--- src/rtl/posit_dec_pkg.sv ---
// posit_dec_pkg: shared widths, constants and the decoded-result record for the posit64 decoder.
package posit_dec_pkg;
    localparam int N       = 64;
    localparam int ES      = 4;
    localparam int K_W     = 7;
    localparam int FRAC_W  = 57;
    localparam int SCALE_W = 11;
    localparam logic [N-1:0] NAR = 64'h8000_0000_0000_0000;
    typedef struct packed {
        logic               tag;
        logic               sign;
        logic               zero;
        logic               nar;
        logic [K_W-1:0]     k;
        logic [ES-1:0]      exp;
        logic [FRAC_W-1:0]  frac;
        logic [SCALE_W-1:0] scale;
    } dec_t;
endpackage

--- src/rtl/LDD.sv ---
// LDD: leading-digit detector; one-hot marks the first body bit that differs from the run's lead bit.
module LDD #(
    parameter int n = 64
) (
    input  logic [n-2:0] in,
    output logic [n-3:0] out,
    output logic         allone,
    output logic         allzero
);
    logic w_found;
    always_comb begin
        out     = '0;
        w_found = 1'b0;
        for (int i = n - 3; i >= 0; i--) begin
            if (!w_found && (in[i] != in[n-2])) begin
                out[i]  = 1'b1;
                w_found = 1'b1;
            end
        end
    end
    assign allone  = &in;
    assign allzero = ~|in;
endmodule

--- src/rtl/posit_rr_arb2.sv ---
// posit_rr_arb2: two-way round-robin arbiter; the pointer flips away from whoever was just served.
module posit_rr_arb2 (
    input  logic       clk,
    input  logic       rst,
    input  logic [1:0] i_valid,
    input  logic       i_accept,
    output logic [1:0] o_grant
);
    logic r_ptr;
    always_comb o_grant = (i_valid == 2'b11) ? (r_ptr ? 2'b10 : 2'b01) : i_valid;
    always_ff @(posedge clk) begin
        if (rst)
            r_ptr <= 1'b0;
        else if (i_accept)
            r_ptr <= ~o_grant[1];
    end
endmodule

--- src/rtl/posit_ldd_dec_ctrl.sv ---
// posit_ldd_dec_ctrl: two-requester, 3-stage posit64 (es=4) field decoder around one shared LDD.
module posit_ldd_dec_ctrl
    import posit_dec_pkg::*;
(
    input  logic               clk,
    input  logic               rst,
    input  logic               in0_valid,
    output logic               in0_ready,
    input  logic [N-1:0]       in0_data,
    input  logic               in1_valid,
    output logic               in1_ready,
    input  logic [N-1:0]       in1_data,
    output logic               out_valid,
    input  logic               out_ready,
    output logic               out_tag,
    output logic               out_sign,
    output logic               out_zero,
    output logic               out_nar,
    output logic [K_W-1:0]     out_k,
    output logic [ES-1:0]      out_exp,
    output logic [FRAC_W-1:0]  out_frac,
    output logic [SCALE_W-1:0] out_scale
);
    logic                w_adv, w_acc, w_sign, w_zero, w_nar, w_allone, w_allzero, w_special;
    logic [1:0]          w_grant;
    logic [N-2:0]        w_body;
    logic [N-3:0]        w_oh;
    logic [5:0]          w_j;
    logic [K_W-1:0]      w_m, w_k;
    logic [ES+FRAC_W-1:0] w_rem;
    dec_t                w_dec;
    logic                r_s1_v, r_s1_tag;
    logic [N-1:0]        r_s1_p;
    logic                r_s2_v, r_s2_tag, r_s2_sign, r_s2_zero, r_s2_nar, r_s2_allone, r_s2_allzero;
    logic [N-2:0]        r_s2_body;
    logic [N-3:0]        r_s2_oh;
    logic                r_out_v;
    dec_t                r_out;

    assign w_adv     = !r_out_v || out_ready;
    assign in0_ready = w_adv && w_grant[0] && !rst;
    assign in1_ready = w_adv && w_grant[1] && !rst;
    assign w_acc     = in0_ready || in1_ready;

    posit_rr_arb2 u_arb (
        .clk      (clk),
        .rst      (rst),
        .i_valid  ({in1_valid, in0_valid}),
        .i_accept (w_acc),
        .o_grant  (w_grant)
    );

    always_ff @(posedge clk) begin
        if (rst) begin
            r_s1_v   <= 1'b0;
            r_s1_tag <= 1'b0;
            r_s1_p   <= '0;
        end else if (w_adv) begin
            r_s1_v   <= w_acc;
            r_s1_tag <= in1_ready;
            r_s1_p   <= in1_ready ? in1_data : in0_data;
        end
    end

    // Negative posits are decoded from their two's complement magnitude.
    assign w_sign = r_s1_p[N-1];
    assign w_zero = (r_s1_p == '0);
    assign w_nar  = (r_s1_p == NAR);
    assign w_body = (N-1)'(w_sign ? -r_s1_p : r_s1_p);

    LDD #(.n(N)) u_ldd (
        .in      (w_body),
        .out     (w_oh),
        .allone  (w_allone),
        .allzero (w_allzero)
    );

    always_ff @(posedge clk) begin
        if (rst) begin
            r_s2_v       <= 1'b0;
            r_s2_tag     <= 1'b0;
            r_s2_sign    <= 1'b0;
            r_s2_zero    <= 1'b0;
            r_s2_nar     <= 1'b0;
            r_s2_allone  <= 1'b0;
            r_s2_allzero <= 1'b0;
            r_s2_body    <= '0;
            r_s2_oh      <= '0;
        end else if (w_adv) begin
            r_s2_v       <= r_s1_v;
            r_s2_tag     <= r_s1_tag;
            r_s2_sign    <= w_sign;
            r_s2_zero    <= w_zero;
            r_s2_nar     <= w_nar;
            r_s2_allone  <= w_allone;
            r_s2_allzero <= w_allzero;
            r_s2_body    <= w_body;
            r_s2_oh      <= w_oh;
        end
    end

    always_comb begin
        w_j = '0;
        for (int i = 0; i < N - 2; i++)
            if (r_s2_oh[i]) w_j = w_j | 6'(i);
    end

    // Shifting by m-1 and truncating to 61 bits drops the regime run and its terminator.
    assign w_m       = (r_s2_allone || r_s2_allzero) ? 7'd63 : 7'd62 - {1'b0, w_j};
    assign w_k       = r_s2_body[N-2] ? w_m - 7'd1 : 7'd0 - w_m;
    assign w_rem     = (w_m >= 7'd62) ? '0 : (ES+FRAC_W)'(r_s2_body << (w_m - 7'd1));
    assign w_special = r_s2_zero || r_s2_nar;

    always_comb begin
        w_dec       = '0;
        w_dec.tag   = r_s2_tag;
        w_dec.sign  = r_s2_nar || (r_s2_sign && !r_s2_zero);
        w_dec.zero  = r_s2_zero;
        w_dec.nar   = r_s2_nar;
        w_dec.k     = w_special ? '0 : w_k;
        w_dec.exp   = w_special ? '0 : w_rem[ES+FRAC_W-1 -: ES];
        w_dec.frac  = w_special ? '0 : w_rem[FRAC_W-1:0];
        w_dec.scale = w_special ? '0 : {w_k, w_rem[ES+FRAC_W-1 -: ES]};
    end

    always_ff @(posedge clk) begin
        if (rst) begin
            r_out_v <= 1'b0;
            r_out   <= '0;
        end else if (w_adv) begin
            r_out_v <= r_s2_v;
            r_out   <= w_dec;
        end
    end

    assign out_valid = r_out_v;
    assign out_tag   = r_out.tag;
    assign out_sign  = r_out.sign;
    assign out_zero  = r_out.zero;
    assign out_nar   = r_out.nar;
    assign out_k     = r_out.k;
    assign out_exp   = r_out.exp;
    assign out_frac  = r_out.frac;
    assign out_scale = r_out.scale;
endmodule

--- config.mk ---
export PLATFORM = sky130hd
export DESIGN_NAME = posit_ldd_dec_ctrl
export DESIGN_NICKNAME = d
export VERILOG_FILES = /design/src/rtl/posit_dec_pkg.sv /design/src/rtl/LDD.sv /design/src/rtl/posit_rr_arb2.sv /design/src/rtl/posit_ldd_dec_ctrl.sv
export SDC_FILE = /design/constraint.sdc
export NUM_CORES = 1
export LEC_CHECK = 0
export BUFFER_PORTS_ARGS = -buffer_cell sky130_fd_sc_hd__buf_2
export CORE_MARGIN = 5
export CORE_UTILIZATION = 35
export DETAILED_ROUTE_END_ITERATION = 12
export PLACE_DENSITY = 0.62
export SETUP_SLACK_MARGIN = 0.2
export SLEW_MARGIN = 5
export SYNTH_ARGS = -nofsm -noshare
export SYNTH_HDL_FRONTEND = slang
export SYNTH_SLANG_ARGS = --single-unit
--- constraint.sdc ---
create_clock -name clk -period 7 [get_ports clk]
set_input_delay 1.4 -clock clk [delete_from_list [all_inputs] [get_ports clk]]
set_output_delay 1.4 -clock clk [all_outputs]
set_load 0.01 [all_outputs]
==> results.sh, run 1 <==
export IMPL_crit_family="simple AND/OR/NAND/NOR gates"
export IMPL_slew_violations=0
export IMPL_drc=0
export IMPL_fin_area_sq_mm=0.0197
export IMPL_grt_pass1_wl_mm=88.2
export IMPL_core_sq_mm=0.0487
export IMPL_ys_ff_latch=270
export IMPL_met3_usage_pct=2.28
export IMPL_grt_util_met1_pct=29.6
export IMPL_hpwl_mm=43.8
export IMPL_fmax_ghz=0.175
export IMPL_grt_pass1_vias=15100
export IMPL_worst_pin_slew_ps=1190
export IMPL_fin_nets=2352
export IMPL_antenna_found_initial=0
export IMPL_clock_sinks=270
export IMPL_globalRouteOverflowTotal=0
export IMPL_status="finished clean"
export IMPL_vdd_drop_max_mv=0.215
export IMPL_ios=219
export IMPL_synth_fp_nets=2253
export IMPL_regArea_sq_mm=0.00541
export IMPL_synth_seq_area_share_pct=31.5
export IMPL_routedWlPerCell_um=19.5
export IMPL_skew_ps=15.4
export IMPL_cp_cell_sequence="or4_1 -> or4_1 -> or4_1 -> o31ai_2 -> xor2_1 -> or3_1 -> nor4b_1 -> o211ai_2 -> or4b_4 -> o31ai_1"
export IMPL_synth_edf_count=0
export IMPL_cp_slowest_stage_delay_ps=900
export IMPL_first_iter_violations=1527
export IMPL_critical_path_class="reg -> reg"
export IMPL_crit_path_end_kind="flip-flop"
export IMPL_crit_slowest_cell="or4_1"
export IMPL_cap_violations=0
export IMPL_rsz0062_at_grt="false"
export IMPL_cp_depth=10
export IMPL_relSlewSlack_pct=19.4
export IMPL_fin_util_pct=40.4
export IMPL_die_w_um=231
export IMPL_cts_buffers=30
export IMPL_gr_max_usage_layer="met2"
export IMPL_area_growth_pct=14.8
export IMPL_worstSetupStartpointType="flip-flop"
export IMPL_drive_above_1_share_pct=18.2
export IMPL_synth_avg_cell_area_sq_um=8.11
export IMPL_worstPathMaxFanout=26
export IMPL_required_ps=7470
export IMPL_r2r_slack_ps=1300
export IMPL_wirelength_mm=56.7
export IMPL_period_needed_ps=5700
export IMPL_finalSetupViolCount=0
export IMPL_die_area_sq_mm=0.0536
export IMPL_period_share_pct=81.4
export IMPL_num_vias=16400
export IMPL_nFillCells=4937
export IMPL_cts_hold_buf=0
export IMPL_clock_latency_ps=580
export IMPL_multi_input_area_sq_mm=0.0111
export IMPL_place_ws_ps=1290
export IMPL_hp_class="reg -> reg"
export IMPL_critPathMostFrequentCell="or4_1"
export IMPL_final_setup_worst_slack_ps=1300
export IMPL_synth_cells=2117
export IMPL_first_pass_iters=7
export IMPL_power_density_mw_per_mm2=326
export IMPL_start_util_pct=35.2
export IMPL_rows=81
export IMPL_ys_flop_type="dfxtp_1"
export IMPL_antenna_left=0
export IMPL_die_h_um=231
export IMPL_tns_ps=0
export IMPL_hold_violations=0
export IMPL_hold_depth=2
export IMPL_cts_tree="yes"
export IMPL_portBuffers=218
export IMPL_power_total_uw=6410
export IMPL_cp_buffers_inverters=0
export IMPL_viasPerCell=5.65
export IMPL_cts_max_path_buffers=3
export IMPL_syn_cell_area_sq_mm=0.0172
export IMPL_gp_congestion=0.986
export IMPL_synth_cell_types=81
export IMPL_placed_area_sq_mm=0.0186
export IMPL_cts_max_level=1
export IMPL_yosysWarnings=0
export IMPL_crit_arrival_ps=6180
export IMPL_async_flop_share_pct=0
export IMPL_cts_resized_gates=0
export IMPL_grt_met2_usage_pct=31.5
export IMPL_clkSlewWorstSetupHoldPaths_ps=60
export IMPL_gr_usage_all_layers_pct=20.2
export IMPL_grt_max_degree=111
export IMPL_cts_setup_buffers=0
export IMPL_root_buffer="clkbuf_16"
export IMPL_reg2reg_depth=10
export IMPL_cellLeakagePower_uw=0.00804
==> synthesized netlist by cell type, drive strengths merged, types with 42 or more instances <==
| cell | n | area share (%) |
|---|---|---|
| nor2 | 286 | 6.3 |
| dfxtp | 270 | 31 |
| mux2i | 206 | 12 |
| nand2 | 185 | 4.1 |
| a211oi | 124 | 5.4 |
| clkbuf | 121 | 2.6 |
| o21ai | 118 | 3.4 |
| nor3 | 64 | 1.9 |
| mux2 | 59 | 3.9 |
| a21oi | 56 | 1.6 |
| buf | 51 | 1.5 |
| xor2 | 50 | 2.8 |
| xnor2 | 49 | 2.5 |
| nor4 | 43 | 1.6 |
| nand3 | 42 | 1.3 |
==> layer usage <==
layer  share of wire (%)  wire [um]  vias to the layer above
li1                    -          -                     8029
met1                  48      26900                     7664
met2                  43      24600                      597
met3                 5.9       3330                       95
met4                 3.2       1800                        0
met5                   0          0                        -
==> final cells by class <==
class	count	area share [%]
inverter	9	0.172
clock inverter	16	1.27
multi-input combinational	1666	56.3
sequential	270	27.4
timing repair buffer	239	6.35
antenna	1	0.0127
tap	664	4.22
clock buffer	37	4.21
==> layout by cell type (no fill, tap or decap), drive strengths merged, types with 20 or more instances in the layout <==
cell and instances:
a22oi 28, mux2i 206, buf 239, a31oi 24
a21oi 56, o21ai 118, or4 29, o31ai 35
nor4 43, nor3 64, nand2b 25, dfxtp 270
mux2 59, nand2 185, xnor2 49, a22o 36
xor2 50, nand3 42, nand4 26, a211oi 124
or2 20, clkbuf 37, nor2 286
==> power breakdown <==
| group | switching, uW | internal, uW |
|---|---|---|
| clock network | 658 | 1060 |
| registers | 184 | 1720 |
| logic | 1740 | 1060 |
| total | 2580 | 3840 |
==> state kept, by name, indices dropped and copies added (netlist names), 2 cells and up <==
name and flops:
r_s1_p 64, r_s2_body 62, r_s2_oh 61, out_frac 57, out_k 6, out_exp 3, out_scale 2
==> worst reg2reg max path, stage by stage (launching register included) <==
cell	delay [ps]
dfxtp_1	370
or4_1	660
or4_1	900
or4_1	850
o31ai_2	380
xor2_1	180
or3_1	440
nor4b_1	550
o211ai_2	290
or4b_4	700
o31ai_1	270
==> worst paths after layout <==
path | from | endpoint
hold reg to reg | out_tag$_SDFFE_PP0P_ | out_tag$_SDFFE_PP0P_
setup reg to reg | r_s1_p[7]$_SDFFE_PP0P_ | r_s2_oh[2]$_SDFFE_PP0P_
setup / recovery | r_s1_p[7]$_SDFFE_PP0P_ | r_s2_oh[2]$_SDFFE_PP0P_
hold / removal | out_tag$_SDFFE_PP0P_ | out_tag$_SDFFE_PP0P_
==> cells by family after synthesis <==
kind of cell    count (synthesis)  synth area share, %
xor+xnor                      100                 5.41
fa+ha+maj                       3                0.219
compound gates                506                 20.6
buf+inv                       181                 4.33
simple gates                  792                 22.1
flops                         270                 31.5
mux                           265                 15.9
==> through the flow <==
step / cells / hold WS, ps
detailed placement: 2848 / 443
floorplan: 2117 / 417
finish: 2902 / 449
global placement: 2848 / 430
CTS: 2901 / 450
global route: 2901 / 463
(Power assumes the default switching activity.)
==> inputs of run 2 (changes only) <==
PLACE_DENSITY = 0.64   (was 0.62)
clock period = 5.1 ns   (was 7 ns; I/O delays follow)
==> results.sh, run 2 (synthesis gave the netlist of run 1 again) <==
export IMPL_status="finished clean"
export IMPL_layout_commonest_cell="nor2_1"
export IMPL_crit_arrival_ps=5160
export IMPL_grt_pass1_vias=15600
export IMPL_cts_buffers=31
export IMPL_die_w_um=231
export IMPL_routedWlPerCell_um=19.7
export IMPL_r2r_start="r_s1_p[0]$_SDFFE_PP0P_"
export IMPL_critical_path_class="reg -> reg"
export IMPL_hpwl_mm=45.5
export IMPL_cp_buffers_inverters=1
export IMPL_area_growth_pct=16.9
export IMPL_gp_congestion=0.928
export IMPL_timing_hold_ws_ps=450
export IMPL_crit_path_end="r_s2_oh[2]$_SDFFE_PP0P_"
export IMPL_reg2reg_depth=12
export IMPL_cp_depth=12
export IMPL_antenna_found_initial=0
export IMPL_start_util_pct=35.2
export IMPL_cts_hold_buf=0
export IMPL_crit_path_end_kind="flip-flop"
export IMPL_globalRouteOverflowTotal=0
export IMPL_drc=0
export IMPL_crit_path_start="r_s1_p[0]$_SDFFE_PP0P_"
export IMPL_wirelength_mm=58.2
export IMPL_tns_ps=0
export IMPL_largest_reg_flops=64
export IMPL_cp_cell_sequence="inv_1 -> ha_1 -> or3b_2 -> or4b_1 -> nor2_1 -> nand4_1 -> and3_2 -> or3_1 -> nor4b_2 -> o211ai_2 -> or4b_4 -> o31ai_1"
export IMPL_num_vias=16500
export IMPL_period_needed_ps=4670
export IMPL_crit_slowest_cell="or4b_1"
export IMPL_antenna_left=0
export IMPL_viasPerCell=5.60
export IMPL_gr_usage_all_layers_pct=20.7
export IMPL_required_ps=5590
export IMPL_crit_family="simple AND/OR/NAND/NOR gates"
export IMPL_worstPathMaxFanout=20
export IMPL_diodes=0
export IMPL_fin_area_sq_mm=0.0201
export IMPL_worst_pin_slew_ps=990
export IMPL_cellLeakagePower_uw=0.00827
export IMPL_first_iter_violations=1434
export IMPL_period_share_pct=91.6
export IMPL_clock_sinks=270
export IMPL_fin_nets=2406
export IMPL_placed_cells_incl_taps=2899
export IMPL_core_sq_mm=0.0487
export IMPL_nFillCells=4943
export IMPL_ios=219
export IMPL_layout_cells_non_filler=2953
export IMPL_cts_tree="yes"
export IMPL_first_pass_iters=8
export IMPL_finalSetupViolCount=0
export IMPL_root_buffer="clkbuf_16"
export IMPL_grt_pass1_wl_mm=90.3
export IMPL_skew_ps=20.3
export IMPL_slew_violations=0
export IMPL_grt_max_degree=109
export IMPL_rsz0062_at_grt="false"
export IMPL_cap_violations=0
export IMPL_drive_above_1_share_pct=20.2
export IMPL_regMostFlops="r_s1_p"
export IMPL_cts_max_path_buffers=3
export IMPL_largestRegisters="r_s1_p (64), r_s2_body (62), r_s2_oh (61)"
export IMPL_worstSetupStartpointType="flip-flop"
export IMPL_r2r_slack_ps=430
export IMPL_final_cell_mix="nor2_1 (285), dfxtp_1 (269), buf_2 (217), mux2i_1 (204), nand2_1 (183)"
export IMPL_reg2reg_to="r_s2_oh[2]$_SDFFE_PP0P_"
export IMPL_hold_violations=0
export IMPL_relSlewSlack_pct=34.0
export IMPL_die_h_um=231
export IMPL_placed_area_sq_mm=0.0190
export IMPL_clock_latency_ps=580
export IMPL_cp_slowest_stage_delay_ps=670
export IMPL_rows=81
export IMPL_vdd_drop_max_mv=0.242
export IMPL_hp_class="reg -> reg"
export IMPL_cts_max_level=1
export IMPL_power_total_uw=8790
export IMPL_die_area_sq_mm=0.0536
export IMPL_power_density_mw_per_mm2=438
export IMPL_fmax_ghz=0.214
export IMPL_clkSlewWorstSetupHoldPaths_ps=60
export IMPL_portBuffers=218
## run 2: cell types whose count changed in the layout (fill, tap and decap cells not counted), sizes merged
cell	change
diode	-1
clkbuf	+5
clkinvlp	-2
buf	+53
bufinv	-4
## run 2: what timing repair did
item	4_1_cts	5_1_grt
gates resized for setup	0	8
buffers inserted	0	2
hold endpoints to repair	0	0
endpoints found under the setup margin	0	29
## run 2: worst min-delay path by stage
stage                             start  slack (ps)                  endpoint  depth (start not counted)
5_1_grt           r_s1_tag$_SDFFE_PP0P_         480     r_s2_tag$_SDFFE_PP0P_                          2
6_report          out_zero$_SDFFE_PP0P_         450     out_zero$_SDFFE_PP0P_                          2
3_3_place_gp      r_s1_tag$_SDFFE_PP0P_         440     r_s1_tag$_SDFFE_PP0P_                          1
4_1_cts             r_s2_v$_SDFFE_PP0P_         450       r_s2_v$_SDFFE_PP0P_                          2
3_5_place_dp   out_frac[4]$_SDFFE_PP0P_         440  out_frac[4]$_SDFFE_PP0P_                          2
2_1_floorplan   r_s2_oh[2]$_SDFFE_PP0P_         420   r_s2_oh[2]$_SDFFE_PP0P_                          2
## run 2: metal layers
metal  vias up  GRT usage, %  part of all wire, %
met5         -             0                    0
met1      7670          29.1                   46
met2       626          32.6                   44
met3       115          2.34                  5.8
met4         0          7.75                  4.2
li1       8135             -                    -
## run 2: per-stage QoR
step                worst slack, ps  util (%)
finish                          427      41.1
global route                    201      41.1
CTS                             255      41.0
floorplan                       367         -
detailed placement              266      39.0
global placement                271      39.0
## run 2: area by class of cell
| cell class | instances | area (sq um) | area share [%] |
|---|---|---|---|
| Clock inverter | 10 | 119 | 0.593 |
| Clock buffer | 42 | 857 | 4.27 |
| Timing Repair Buffer | 292 | 1670 | 8.35 |
| Multi-Input combinational cell | 1666 | 11100 | 55.5 |
| Tap cell | 664 | 831 | 4.14 |
| Inverter | 9 | 33.8 | 0.168 |
| Sequential cell | 270 | 5410 | 27.0 |
## run 2: where the power goes
group	internal, uW	leakage, uW	total (uW)	switching, uW
Combinational	1580	0.00558	4030	2450
Sequential	2360	0.00222	2600	239
Clock	1270	0.000469	2160	895
## run 2: tightest hold or removal path, cell delays in order, from the launching register on
cell and delay, ps:
dfxtp_1 310, nand2_1 50, a21oi_1 50
